`src/rtl/hdmi_period_scheduler.sv`:
```
// hdmi_period_scheduler
// Raster counters, sync generation and TMDS period sequencing for the three
// HDMI channel encoders. Every output is registered and coherent with x/y.
// Data-island support (island FSM, packet-slot handshake, DI_PRE control
// code) is compiled in only when HDMI_DATA_ISLAND_EN is defined; without it
// the block is a plain DVI scheduler and pkt_valid is ignored.
module hdmi_period_scheduler #(
    parameter int H_ACTIVE      = 1280,
    parameter int H_FRONT       = 110,
    parameter int H_SYNC        = 40,
    parameter int H_BACK        = 220,
    parameter int V_ACTIVE      = 720,
    parameter int V_FRONT       = 5,
    parameter int V_SYNC        = 5,
    parameter int V_BACK        = 20,
    parameter int ISLAND_OFFSET = 4,
    parameter int MAX_PACKETS   = 2
) (
    input  logic        pclk,
    input  logic        rst,
    input  logic        enableVsync,
    input  logic        pkt_valid,
    output logic        pkt_ready,
    output logic [4:0]  pkt_word,
    output logic [2:0]  period,
    output logic [3:0]  ctl,
    output logic        hsync,
    output logic        vsync,
    output logic        de,
    output logic [11:0] x,
    output logic [11:0] y
);

    localparam int H_TOTAL = H_ACTIVE + H_FRONT + H_SYNC + H_BACK;
    localparam int V_TOTAL = V_ACTIVE + V_FRONT + V_SYNC + V_BACK;

    // Period codes as seen by the channel encoders
    localparam logic [2:0] P_CTRL        = 3'd0;
    localparam logic [2:0] P_VID_PRE     = 3'd1;
    localparam logic [2:0] P_VID_GB      = 3'd2;
    localparam logic [2:0] P_VIDEO       = 3'd3;
    localparam logic [2:0] P_DI_PRE      = 3'd4;
    localparam logic [2:0] P_DI_GB_LEAD  = 3'd5;
    localparam logic [2:0] P_DI          = 3'd6;
    localparam logic [2:0] P_DI_GB_TRAIL = 3'd7;

    localparam logic [3:0] CTL_VID_PRE = 4'b0001;

    // Raster landmarks, pre-sized to the counter width
    localparam logic [11:0] X_LAST       = 12'(H_TOTAL - 1);
    localparam logic [11:0] Y_LAST       = 12'(V_TOTAL - 1);
    localparam logic [11:0] X_ACT_END    = 12'(H_ACTIVE);
    localparam logic [11:0] Y_ACT_END    = 12'(V_ACTIVE);
    localparam logic [11:0] X_HS_START   = 12'(H_ACTIVE + H_FRONT);
    localparam logic [11:0] X_HS_END     = 12'(H_ACTIVE + H_FRONT + H_SYNC);
    localparam logic [11:0] Y_VS_START   = 12'(V_ACTIVE + V_FRONT);
    localparam logic [11:0] Y_VS_END     = 12'(V_ACTIVE + V_FRONT + V_SYNC);
    localparam logic [11:0] X_VPRE_START = 12'(H_TOTAL - 10);
    localparam logic [11:0] X_VPRE_END   = 12'(H_TOTAL - 3);
    localparam logic [11:0] X_VGB_START  = 12'(H_TOTAL - 2);

    // Reject geometries where an island could collide with the video leader
    // or where the counters cannot hold the raster.
    if (ISLAND_OFFSET < 4 || MAX_PACKETS < 1 || MAX_PACKETS > 18 ||
        (ISLAND_OFFSET + 10 + 32 * MAX_PACKETS + 2 + 12) > (H_TOTAL - H_ACTIVE - 10) ||
        H_TOTAL > 4096 || V_TOTAL > 4096) begin : g_bad_params
        $error("hdmi_period_scheduler: no room for the data island before the video leader");
    end

    logic [11:0] x_reg;
    logic [11:0] y_reg;
    logic [11:0] x_next;
    logic [11:0] y_next;
    logic [11:0] y_after_next;
    logic        hsync_reg;
    logic        vsync_reg;
    logic        de_reg;
    logic        video_next;
    logic        lead_line_next;
    logic        vid_pre_next;
    logic        vid_gb_next;
    logic [2:0]  base_period_next;
    logic [3:0]  base_ctl_next;
    logic [2:0]  period_reg;
    logic [3:0]  ctl_reg;

    // Next raster position and the non-island period it implies
    always_comb begin
        x_next = x_reg + 12'd1;
        y_next = y_reg;
        if (x_reg == X_LAST) begin
            x_next = 12'd0;
            y_next = (y_reg == Y_LAST) ? 12'd0 : (y_reg + 12'd1);
        end
        y_after_next   = (y_next == Y_LAST) ? 12'd0 : (y_next + 12'd1);
        video_next     = (x_next < X_ACT_END) && (y_next < Y_ACT_END);
        lead_line_next = (y_after_next < Y_ACT_END);
        vid_pre_next   = lead_line_next && (x_next >= X_VPRE_START) && (x_next <= X_VPRE_END);
        vid_gb_next    = lead_line_next && (x_next >= X_VGB_START);

        base_period_next = P_CTRL;
        base_ctl_next    = 4'b0000;
        if (video_next) begin
            base_period_next = P_VIDEO;
        end else if (vid_pre_next) begin
            base_period_next = P_VID_PRE;
            base_ctl_next    = CTL_VID_PRE;
        end else if (vid_gb_next) begin
            base_period_next = P_VID_GB;
        end
    end

    // Raster counters and syncs, registered against the next position
    always_ff @(posedge pclk) begin
        if (rst) begin
            x_reg     <= 12'd0;
            y_reg     <= 12'd0;
            hsync_reg <= 1'b0;
            vsync_reg <= 1'b0;
            de_reg    <= 1'b0;
        end else begin
            x_reg     <= x_next;
            y_reg     <= y_next;
            hsync_reg <= (x_next >= X_HS_START) && (x_next < X_HS_END);
            vsync_reg <= enableVsync && (y_next >= Y_VS_START) && (y_next < Y_VS_END);
            de_reg    <= video_next;
        end
    end

`ifdef HDMI_DATA_ISLAND_EN

    localparam logic [3:0]  CTL_DI_PRE   = 4'b0101;
    localparam logic [11:0] X_ISL_DECIDE = 12'(H_ACTIVE + ISLAND_OFFSET - 1);
    localparam logic [4:0]  PKT_LIMIT    = 5'(MAX_PACKETS);

    typedef enum logic [2:0] {
        ISL_IDLE,
        ISL_PRE,
        ISL_GBL,
        ISL_PKT,
        ISL_GBT
    } isl_state_t;

    isl_state_t  isl_state_reg;
    logic [2:0]  isl_cnt_reg;
    logic [4:0]  pkt_cnt_reg;
    logic        pkt_ready_reg;
    logic [4:0]  pkt_word_reg;

    // Island FSM; the island never overlaps video (it starts after the active
    // region) nor the leader (guaranteed by the room check), so island states
    // simply override the raster-derived period while they run.
    always_ff @(posedge pclk) begin
        if (rst) begin
            isl_state_reg <= ISL_IDLE;
            isl_cnt_reg   <= 3'd0;
            pkt_cnt_reg   <= 5'd0;
            period_reg    <= P_CTRL;
            ctl_reg       <= 4'b0000;
            pkt_ready_reg <= 1'b0;
            pkt_word_reg  <= 5'd0;
        end else begin
            period_reg    <= base_period_next;
            ctl_reg       <= base_ctl_next;
            pkt_ready_reg <= 1'b0;
            pkt_word_reg  <= 5'd0;
            case (isl_state_reg)
                ISL_IDLE: begin
                    if (x_reg == X_ISL_DECIDE && pkt_valid) begin
                        isl_state_reg <= ISL_PRE;
                        isl_cnt_reg   <= 3'd0;
                        period_reg    <= P_DI_PRE;
                        ctl_reg       <= CTL_DI_PRE;
                    end
                end
                ISL_PRE: begin
                    if (isl_cnt_reg == 3'd7) begin
                        isl_state_reg <= ISL_GBL;
                        isl_cnt_reg   <= 3'd0;
                        period_reg    <= P_DI_GB_LEAD;
                    end else begin
                        isl_cnt_reg   <= isl_cnt_reg + 3'd1;
                        period_reg    <= P_DI_PRE;
                        ctl_reg       <= CTL_DI_PRE;
                    end
                end
                ISL_GBL: begin
                    if (isl_cnt_reg == 3'd1) begin
                        isl_state_reg <= ISL_PKT;
                        pkt_cnt_reg   <= 5'd1;
                        pkt_ready_reg <= 1'b1;
                        period_reg    <= P_DI;
                    end else begin
                        isl_cnt_reg   <= isl_cnt_reg + 3'd1;
                        period_reg    <= P_DI_GB_LEAD;
                    end
                end
                ISL_PKT: begin
                    if (pkt_word_reg == 5'd31) begin
                        if (pkt_valid && (pkt_cnt_reg < PKT_LIMIT)) begin
                            // Back-to-back packet, no gap
                            pkt_cnt_reg   <= pkt_cnt_reg + 5'd1;
                            pkt_ready_reg <= 1'b1;
                            period_reg    <= P_DI;
                        end else begin
                            isl_state_reg <= ISL_GBT;
                            isl_cnt_reg   <= 3'd0;
                            period_reg    <= P_DI_GB_TRAIL;
                        end
                    end else begin
                        pkt_word_reg  <= pkt_word_reg + 5'd1;
                        period_reg    <= P_DI;
                    end
                end
                ISL_GBT: begin
                    if (isl_cnt_reg == 3'd1) begin
                        isl_state_reg <= ISL_IDLE;
                        isl_cnt_reg   <= 3'd0;
                    end else begin
                        isl_cnt_reg   <= isl_cnt_reg + 3'd1;
                        period_reg    <= P_DI_GB_TRAIL;
                    end
                end
                default: begin
                    isl_state_reg <= ISL_IDLE;
                    isl_cnt_reg   <= 3'd0;
                end
            endcase
        end
    end

    assign pkt_ready = pkt_ready_reg;
    assign pkt_word  = pkt_word_reg;

`else

    // DVI mode: no islands, so the packet request has no effect
    logic pkt_valid_unused;
    assign pkt_valid_unused = pkt_valid;

    // Period and control code straight from the raster
    always_ff @(posedge pclk) begin
        if (rst) begin
            period_reg <= P_CTRL;
            ctl_reg    <= 4'b0000;
        end else begin
            period_reg <= base_period_next;
            ctl_reg    <= base_ctl_next;
        end
    end

    assign pkt_ready = 1'b0;
    assign pkt_word  = 5'd0;

`endif

    assign period = period_reg;
    assign ctl    = ctl_reg;
    assign hsync  = hsync_reg;
    assign vsync  = vsync_reg;
    assign de     = de_reg;
    assign x      = x_reg;
    assign y      = y_reg;

endmodule
```
`config.mk`:
```
export PLATFORM = sky130hd
export DESIGN_NAME = hdmi_period_scheduler
export DESIGN_NICKNAME = d
export VERILOG_FILES = /design/src/rtl/hdmi_period_scheduler.sv
export SDC_FILE = /design/constraint.sdc
export NUM_CORES = 1
export LEC_CHECK = 0
export CAP_MARGIN = 10
export CORE_MARGIN = 1
export CORE_UTILIZATION = 55
export DETAILED_ROUTE_END_ITERATION = 6
export PLACE_DENSITY = 0.83
export REMOVE_ABC_BUFFERS = 1
export SLEW_MARGIN = 25
export SYNTH_ARGS = -nofsm -noshare
export SYNTH_HDL_FRONTEND = slang
export SYNTH_SLANG_ARGS = --single-unit
```
`constraint.sdc`:
```
create_clock -name pclk -period 4 [get_ports pclk]
set_input_delay 0.6 -clock pclk [delete_from_list [all_inputs] [get_ports pclk]]
set_output_delay 0.6 -clock pclk [all_outputs]
set_load 0.005 [all_outputs]
```
; ---- Word-level counts from Yosys, hierarchy flattened
; Index checks and enable logic that the tools add are counted.
[word_totals]
wordCells = 41
ff_bits = 34
[op_classes]
eq_ne = 3
n_addsub = 3
n_lt_le_gt_ge = 10
n_mux = 8
n_reduce_logical = 9
[op_table]
columns = cell, count
row1 = 12-bit 2-to-1 mux, 4
row2 = 12-bit by 1-bit adder with 12-bit output (second input constant), 3
row3 = 12-bit by 11-bit greater-or-equal comparator with 1-bit output (second input constant), 3
row4 = 12-bit by 10-bit < comparator with 1-bit output (second input constant), 3
row5 = 12-bit by 10-bit equality test with 1-bit output (second input constant), 2
row6 = 12-bit by 11-bit < comparator with 1-bit output (second input constant), 2
row7 = 12-bit by 11-bit equality test with 1-bit output (second input constant), 1
row8 = 12-bit by 10-bit greater-or-equal comparator with 1-bit output (second input constant), 1
row9 = 12-bit by 11-bit <= comparator with 1-bit output (second input constant), 1
row10 = 1-bit logical AND, 7
row11 = 2-bit 2-to-1 mux, 3
row12 = 3-bit OR reduction, 1
row13 = 2-bit OR reduction, 1
row14 = 1-bit 2-to-1 mux, 1

; ---- Depth between registers and ports, before layout
; Gate-level depths: netlist (run 1).
[depth]
ltp_word = 10
mapped_depth = 11
depth_no_buf = 10

; ---- Least setup slack after synthesis (run 1)
; OpenSTA, ideal clock, no wires.
[synth_timing]
path_kind = reg-to-reg
start = register y_reg[1] (netlist: y[1])
end = register period_reg[0] (netlist: period[0])
path_stages_with_launch = 11
period_less_slack_ns = 2.252
arrival_ns = 2.121
path_buffers = 1
path_slack_ns = 1.748
path_cell_list = dfxtp_1 > ha_1 > buf_2 > xor2_1 > nand3b_1 > or3_1 > a211oi_1 > o211ai_1 > mux2i_1 > a21oi_2 > o21ai_1
[synth_between]
elab_chain_cells = 10
[synth_rtl]
columns = element, line
row1 = start: declaration, 71  ; logic [11:0] y_reg;
row2 = start signal: assignment, 123  ; y_reg <= y_next;
row3 = 12-bit by 1-bit adder with 12-bit output or 12-bit by 10-bit equality test with 1-bit output (tied branches), 93  ; y_next = (y_reg == Y_LAST) ? 12'd0 : (y_reg + 12'd1);
row4 = 12-bit 2-to-1 mux, 93
row5 = 12-bit 2-to-1 mux *, 91  ; if (x_reg == X_LAST) begin
row6 = 12-bit by 1-bit adder with 12-bit output or 12-bit by 10-bit equality test with 1-bit output (tied branches), 95  ; y_after_next = (y_next == Y_LAST) ? 12'd0 : (y_next + 12'd1);
row7 = 12-bit 2-to-1 mux, 95
row8 = 12-bit by 10-bit < comparator with 1-bit output, 97  ; lead_line_next = (y_after_next < Y_ACT_END);
row9 = 1-bit logical AND (2 in series), 98  ; vid_pre_next = lead_line_next && (x_next >= X_VPRE_START) && (x_next <= X_VPRE_END);
row10 = 2-bit 2-to-1 mux, 105  ; end else if (vid_pre_next) begin
row11 = 2-bit 2-to-1 mux *, 103  ; if (video_next) begin
row12 = end signal: assignment, 247  ; period_reg <= base_period_next;
row13 = end: declaration, 84  ; logic [2:0] period_reg;
; Mark *: on every way between the ends. The rest lies on a longest branch, timed or not.
; A chain may end at the register's enable or synchronous reset.

; ---- Final worst setup path (run 1)
[layout_timing]
start = register x_reg[0] (netlist: x[0])
end = register hsync_reg (netlist: hsync)
[layout_between]
elab_chain_cells = 4
[layout_rtl]
columns = element, line
row1 = start: declaration, 70  ; logic [11:0] x_reg;
row2 = start signal: assignment, 122  ; x_reg <= x_next;
row3 = 12-bit by 1-bit adder with 12-bit output or 12-bit by 11-bit equality test with 1-bit output (tied branches), "89, 91"
row4 = 12-bit 2-to-1 mux *, 91
row5 = 12-bit by 11-bit greater-or-equal comparator with 1-bit output or 12-bit by 11-bit < comparator with 1-bit output (tied branches), 124  ; hsync_reg <= (x_next >= X_HS_START) && (x_next < X_HS_END);
row6 = 1-bit logical AND *, 124
row7 = end signal: assignment, 124
row8 = end: declaration, 75  ; logic hsync_reg;
; Marks and branches as above.

==> key figures, run 1 <==
Run status
  • Run status: complete, no violations

Routing
  • Iteration count of the initial detailed-routing pass: 5
  • Final WL: 5.44 mm
  • DR iter-0 viols: 146
  • Via count of the routed design: 2229
  • Vias per cell: 6.09
  • Remaining number of nets flagged by the antenna check after routing: 0
  • Residual DRC count: 0
  • Average wire length per cell after detail routing: 14.9 um

STA
  • Setup TNS: 0 ns
  • Post-route setup slack: 1.04 ns
  • Part of the cycle the worst path needs: 73.9%
  • Actual slew at the worst max-slew pin: 1.00 ns
  • RSZ-0062 raised after global routing: no
  • Time the worst path needs with I/O delays and setup: 2.96 ns
  • Final setup violation count: 0
  • Number of slew-limit violations in the final report: 0
  • Highest clock frequency the design can meet: 338 MHz
  • Worst setup skew after layout: 0.00812 ns
  • Final Hold Violating Endpoints: 0
  • Slew HR: 33.1%

Pwr
  • Largest vdd supply drop: 0.000188 V
  • Power Internal: 435 uW
  • Total chip power: 576 uW
  • Share of power burned in combinational logic: 5.3%
  • Switch share: 24.5%
  • Leakage Power: 0.934 nW
  • Part of the power in the clock network: 41.3%
  • Power per cell area: 215 nW/um2
  • Fraction of power consumed by sequential logic: 53.4%
  • Net switching component of the power: 141 uW

Global routing
  • Initial antenna violation count: 0
  • Vias in the first global route: 1721
  • Pin count of the biggest net entering global routing: 29
  • Total global routing overflow: 0
  • GRT Util Overall: 24.6%
  • First-pass GRT wire length: 8.36 mm

Final layout
  • Layout-stage area growth over the synthesis result: 13.2%
  • Final net count: 324
  • Final antenna diode count: 0
  • Layout cells sized above 1: 9.18%
  • Core utilization of the finished layout: 66.0%

Yosys
  • Xor/xnor share of the synthesized area: 7.41%
  • Largest family of logic cells by synthesized area: simple AND/OR/NAND/NOR gates
  • Gate count of the mapped netlist: 299
  • Mean area per synthesized cell: 7.90 um2
  • Synth Area in Compound Gates: 21.2%
  • Sequential fraction of the synthesis area: 25.4%
  • Netlist Area Pre-Place: 2360 um2
  • Synthesis-stage register bit count: 30
  • Synth Area in Simple Gates: 33.9%
  • Count of cell types in the netlist: 72
  • Adder-cell area share of the yosys netlist: 2.12%
  • Number of flops mapped to enable cells by yosys: 0
  • YS warnings: 0
  • Synth Flop Type: dfxtp_1
  • Share of flip-flops with an asynchronous set or reset: 0%
  • Mux contribution to synthesized area: 0.900%

Critical path
  • Reg2Reg Setup Slack: 1.04 ns
  • Worst EP arrival: 3.14 ns
  • Worst-path cell with the longest stage delay: and3_1
  • CP endpoint kind: flop
  • Category of cells accounting for the largest share of critical-path delay: simple AND/OR/NAND/NOR gates
  • Req. time, crit path: 4.18 ns
  • Crit start category: flop
  • Critical path class: reg2reg
  • Worst-path maximum fanout: 28
  • Critical path, cell by cell: ha_1 -> and4b_1 -> and3_1 -> o31ai_1 -> nor3_1 -> a21oi_1 -> o2bb2ai_1 -> a221oi_1 -> a2111oi_2
  • Worst stage delay on the critical path: 0.86 ns
  • Number of buffer and inverter instances along the worst setup path: 0

Place
  • # port buffers: 32
  • Global placer's final weighted congestion: 0.874
  • Pre-CTS setup slack: 1.09 ns
  • Post-DP HPWL: 3.82 mm

Clock network
  • Number of cells upsized or downsized after cts: 0
  • Max Buffers Root-to-Sink: 2
  • Clock-pin slew of the registers on the worst-case setup and hold paths: 0.06 ns
  • H-tree depth reported by CTS: 2
  • Worst skew pair latency: 0.29 ns
  • Number of buffers added to fix hold violations after cts: 0
  • Num Clock Sinks: 30
  • Post CTS Setup Buffer Count: 0
  • Number of buffers created by CTS: 5
  • CTS tree: yes
  • Master cell of the clock root buffer: clkbuf_8

Die
  • Starting density of the core: 58.2%
  • Area of the die: 4560 um2
  • Width of the die: 67.6 um
  • Vertical die dimension: 67.6 um
  • CORE AREA: 4060 um2
  • Row count: 23
  • Count of pins on the block boundary: 44

Worst hold path
  • Worst min path class: reg2reg

Flow run
  • Max Cap Viol: 0
==> layer usage <==
layer,part of all wire (%),global-route usage (%),vias up
met1,46,36.1,1035
li1,-,-,1089
met3,7.4,4.73,8
met5,0,0,-
met2,45,34.8,97
met4,1.2,9.31,0
==> through the flow <==
stage	hold slack, ns	instances	area (um2)
4_1_cts	0.580	366	2680
3_5_place_dp	0.571	359	2600
6_report	0.574	366	2680
3_3_place_gp	0.557	359	2600
2_1_floorplan	0.528	276	2210
5_1_grt	0.604	366	2680
==> cell usage in the layout, fill, tap and decap left out, types with 3 or more instances in the layout <==
| cell type | Yosys | final |
|---|---|---|
| nand2_1 | 25 | 25 |
| xor2_1 | 9 | 9 |
| nand4b_1 | 3 | 3 |
| ha_1 | 4 | 4 |
| nand2b_1 | 3 | 3 |
| conb_1 | 1 | 10 |
| a31oi_1 | 4 | 4 |
| nor3_1 | 22 | 22 |
| nand3b_1 | 5 | 5 |
| nor2b_1 | 4 | 4 |
| clkdlybuf4s50_1 | 0 | 32 |
| a21o_1 | 3 | 3 |
| nand3_1 | 7 | 7 |
| clkbuf_8 | 0 | 5 |
| nor2_1 | 29 | 29 |
| a21oi_1 | 16 | 16 |
| xnor2_1 | 11 | 11 |
| o21ai_0 | 16 | 16 |
| o211ai_1 | 3 | 3 |
| and3_1 | 8 | 8 |
| dfxtp_1 | 30 | 30 |
| inv_1 | 5 | 5 |
==> power by group through the flow <==
stage | logic [mW] | clock network (mW) | registers [mW]
3_5_place_dp | 0.0304 | 0 | 0.314
3_3_place_gp | 0.0299 | 0 | 0.314
5_1_grt | 0.0334 | 0.254 | 0.308
6_report | 0.0303 | 0.238 | 0.308
4_1_cts | 0.0305 | 0.238 | 0.308
2_1_floorplan | 0.0130 | 0 | 0.314
==> synthesized netlist by cell type (3+ instances only) <==
cell / count / share of area [%]
and3_1: 8 / 2.1
dfxtp_1: 30 / 25
a31oi_1: 4 / 1.1
inv_1: 5 / 0.79
a21o_1: 3 / 0.95
clkbuf_1: 5 / 0.79
xnor2_1: 11 / 4.1
buf_2: 14 / 3.0
nand2_1: 25 / 4.0
nand2b_1: 3 / 0.79
o21ai_0: 16 / 3.4
nor2_1: 29 / 4.6
ha_1: 4 / 2.1
nand3_1: 7 / 1.5
nor3_1: 22 / 4.7
nand3b_1: 5 / 1.6
nor2b_1: 4 / 1.1
xor2_1: 9 / 3.3
o211ai_1: 3 / 0.95
nand4b_1: 3 / 1.1
buf_4: 12 / 3.8
a21oi_1: 16 / 3.4
==> cells by family after synthesis <==
group,count (synthesis)
mux,2
other cells,1
flops,30
fa+ha+maj,4
buf+inv,37
xor+xnor,20
simple gates,135
compound gates,70
==> worst paths after layout <==
kind                            start     to  cells past startpoint
worst min register to register   x[0]   x[0]                      1
worst max register to register   x[0]  hsync                      9
worst min-delay path             x[0]   x[0]                      1
worst max-delay path             x[0]  hsync                      9
==> final cells by class <==
type                    count  area, um2
clock buffers               5       68.8
clock inverters             2       10.0
fillers                   367       1380
inverters                   5       18.8
multi-input cells         241       1590
flip-flops and latches     30        601
well taps                  50       62.6
repair buffers             33        328
Note: power is estimated with default switching activity, not from simulation.
==> run 2, diff against run 1 <==
--- a/config.mk
+++ b/config.mk
@@ -7,9 +7,9 @@
 export LEC_CHECK = 0
 export CAP_MARGIN = 10
 export CORE_MARGIN = 1
-export CORE_UTILIZATION = 55
+export CORE_UTILIZATION = 48
 export DETAILED_ROUTE_END_ITERATION = 6
-export PLACE_DENSITY = 0.83
+export PLACE_DENSITY = 0.77
 export REMOVE_ABC_BUFFERS = 1
 export SLEW_MARGIN = 25
 export SYNTH_ARGS = -nofsm -noshare
==> constraint.sdc (replaced) <==
create_clock -name pclk -period 2.6 [get_ports pclk]
set_input_delay 0.39 -clock pclk [delete_from_list [all_inputs] [get_ports pclk]]
set_output_delay 0.39 -clock pclk [all_outputs]
set_load 0.005 [all_outputs]
==> run 2 against run 1 <==
Via count is 10% higher. Fmax increased by 16%. Sequential cell count unchanged. Global-route usage shrank 0.14 points. Utilization is 2.2 points lower. Non-clock buffer count grew 31. Largest power group is now the clock network. Sequential power rose by 53%.
==> key figures, run 2 (synthesized netlist as in run 1, its figures left out) <==
Run status
  • Run status: complete, no violations

Clock network
  • Number of buffers added to fix hold violations after cts: 0 (unchanged)
  • Clock-pin slew of the registers on the worst-case setup and hold paths: 0.07 ns (about the same)
  • H-tree depth reported by CTS: 2 (unchanged)
  • Max Buffers Root-to-Sink: 2 (unchanged)
  • Num Clock Sinks: 30 (unchanged)
  • Number of buffers created by CTS: 5 (unchanged)
  • CTS tree: yes
  • Worst skew pair latency: 0.29 ns (about the same)
  • Master cell of the clock root buffer: clkbuf_8

Final layout
  • Layout-stage area growth over the synthesis result: 27.4%
  • Finished layout cell area: 3010 um2 (+13%)
  • Final net count: 355 (+9.6%)
  • Core utilization of the finished layout: 63.8% (-2.2 points)
  • Top library cells by usage in the layout, fill and taps aside: 32 x clkdlybuf4s50_1, 32 x buf_4, 29 x nor2_1, 29 x dfxtp_1, 25 x nand2_1
  • Final antenna diode count: 0 (unchanged)
  • Layout cells sized above 1: 18.7% (+9.5 points)
  • Filler-free cell count of the finished design: 415 (+13%)
  • Total of fill cells in the finished design: 408 (+11%)

Critical path
  • Worst-path cell with the longest stage delay: nor4_4
  • Crit start category: flop
  • Worst EP arrival: 2.76 ns (-0.38 ns)
  • CP endpoint kind: flop
  • Req. time, crit path: 2.81 ns (-1.37 ns)
  • Worst stage delay on the critical path: 0.39 ns (-0.47 ns)
  • Critical path, cell by cell: nor4_4 -> buf_4 -> nand3_4 -> nor3_2 -> xor2_1 -> o21ai_0 -> nor4_2 -> a21oi_2 -> o31ai_2
  • Worst-path maximum fanout: 6 (-79%)
  • Critical path class: reg2reg
  • Reg2Reg Setup Slack: 0.05 ns (-1.00 ns)

Pwr
  • Total chip power: 1.12 mW (+94%)
  • Leakage Power: 1.12 nW (+20%)
  • Largest vdd supply drop: 0.000198 V (+5.3%)
  • Power per cell area: 371 nW/um2 (+73%)

STA
  • Highest clock frequency the design can meet: 391 MHz (+16%)
  • Number of slew-limit violations in the final report: 0 (unchanged)
  • Worst setup skew after layout: 0.00634 ns (-0.00178 ns)
  • Time the worst path needs with I/O delays and setup: 2.55 ns (-0.401 ns)
  • Setup TNS: 0 ns (unchanged)
  • Final Hold Violating Endpoints: 0 (unchanged)
  • Part of the cycle the worst path needs: 98.3% (+24 points)
  • Final setup violation count: 0 (unchanged)
  • Final Hold Slack: 0.522 ns (-0.0516 ns)
  • Post-route setup slack: 0.0453 ns (-0.999 ns)

Routing
  • Remaining number of nets flagged by the antenna check after routing: 0 (unchanged)
  • Residual DRC count: 0 (unchanged)
  • Average wire length per cell after detail routing: 15.4 um (+3.5%)
  • Final WL: 6.38 mm (+17%)
  • Vias per cell: 5.93 (-2.6%)
  • DR iter-0 viols: 313 (+110%)
  • Iteration count of the initial detailed-routing pass: 7 (+2)
  • Via count of the routed design: 2462 (+10%)

Place
  • Global placer's final weighted congestion: 0.958 (+9.6%)
  • Placed cells: 405 (+13%)
  • Pre-CTS setup slack: 0.0680 ns (-1.02 ns)
  • Post-DP HPWL: 4.47 mm (+17%)
  • Placed instance area: 2840 um2 (+9.2%)
  • # port buffers: 32 (unchanged)

Die
  • Vertical die dimension: 72.2 um (+6.8%)
  • Starting density of the core: 50.0% (-8.2 points)
  • CORE AREA: 4720 um2 (+16%)
  • Width of the die: 72.2 um (+6.8%)
  • Area of the die: 5210 um2 (+14%)
  • Count of pins on the block boundary: 44 (unchanged)
  • Row count: 25 (+8.7%)

Worst hold path
  • Worst min path class: reg2reg

Global routing
  • GRT Util Overall: 24.5% (-0.14 points)
  • Total global routing overflow: 0 (unchanged)
  • First-pass GRT wire length: 9.96 mm (+19%)
  • Pin count of the biggest net entering global routing: 16 (-45%)
  • Initial antenna violation count: 0 (unchanged)
  • Vias in the first global route: 2094 (+22%)

Flow run
  • Max Cap Viol: 0 (unchanged)
-- run 2: changes by cell type in the layout (fill, tap and decap cells not counted), sizes merged --
cell | previous run | this run
bufinv | 0 | 2
clkbuf | 5 | 6
clkinv | 2 | 0
buf | 1 | 32
-- run 2: path summary, 6_finish.rpt --
check | depth (start not counted) | from | to
min | 2 | y[0] | y[0]
max reg2reg | 9 | x[11] | period[1]
min reg2reg | 2 | y[0] | y[0]
max | 9 | x[11] | period[1]
-- run 2: layout make-up --
cell class	count	area (um2)	share of cell area (%)
Multi-Input combinational cell	241	1600	53.3
Timing Repair Buffer	64	561	18.6
Clock inverter	2	60.1	1.99
Tap cell	67	83.8	2.78
Inverter	5	18.8	0.623
Sequential cell	30	602	20.0
Clock buffer	6	82.6	2.74
-- run 2: critical path, delay by kind of cell, from the launching register on --
kind	cells	cell delay [ns]
compound gates	3	0.47
xor+xnor	1	0.30
buf+inv	1	0.19
flops	1	0.37
simple gates	4	1.14
-- run 2: per-layer routing --
metal	global-route usage, %	share of wire (%)	vias up	wire length, um
met5	0	0	-	0
met4	10.0	2.8	0	178
met3	5.56	7.2	24	461
met2	37.5	45	121	2870
met1	33.2	45	1164	2870
li1	-	-	1153	-
-- run 2: repair_timing --
action	in CTS	in global routing
pin swaps	0	3
setup endpoints to repair	1	3
buffers inserted	0	2
resized for setup	1	4
-- run 2: where the power goes --
| group | total (mW) | switching [mW] | internal, mW |
|---|---|---|---|
| Sequential | 0.472 | 0.00590 | 0.466 |
| Combinational | 0.0503 | 0.0260 | 0.0244 |
| Clock | 0.595 | 0.187 | 0.409 |
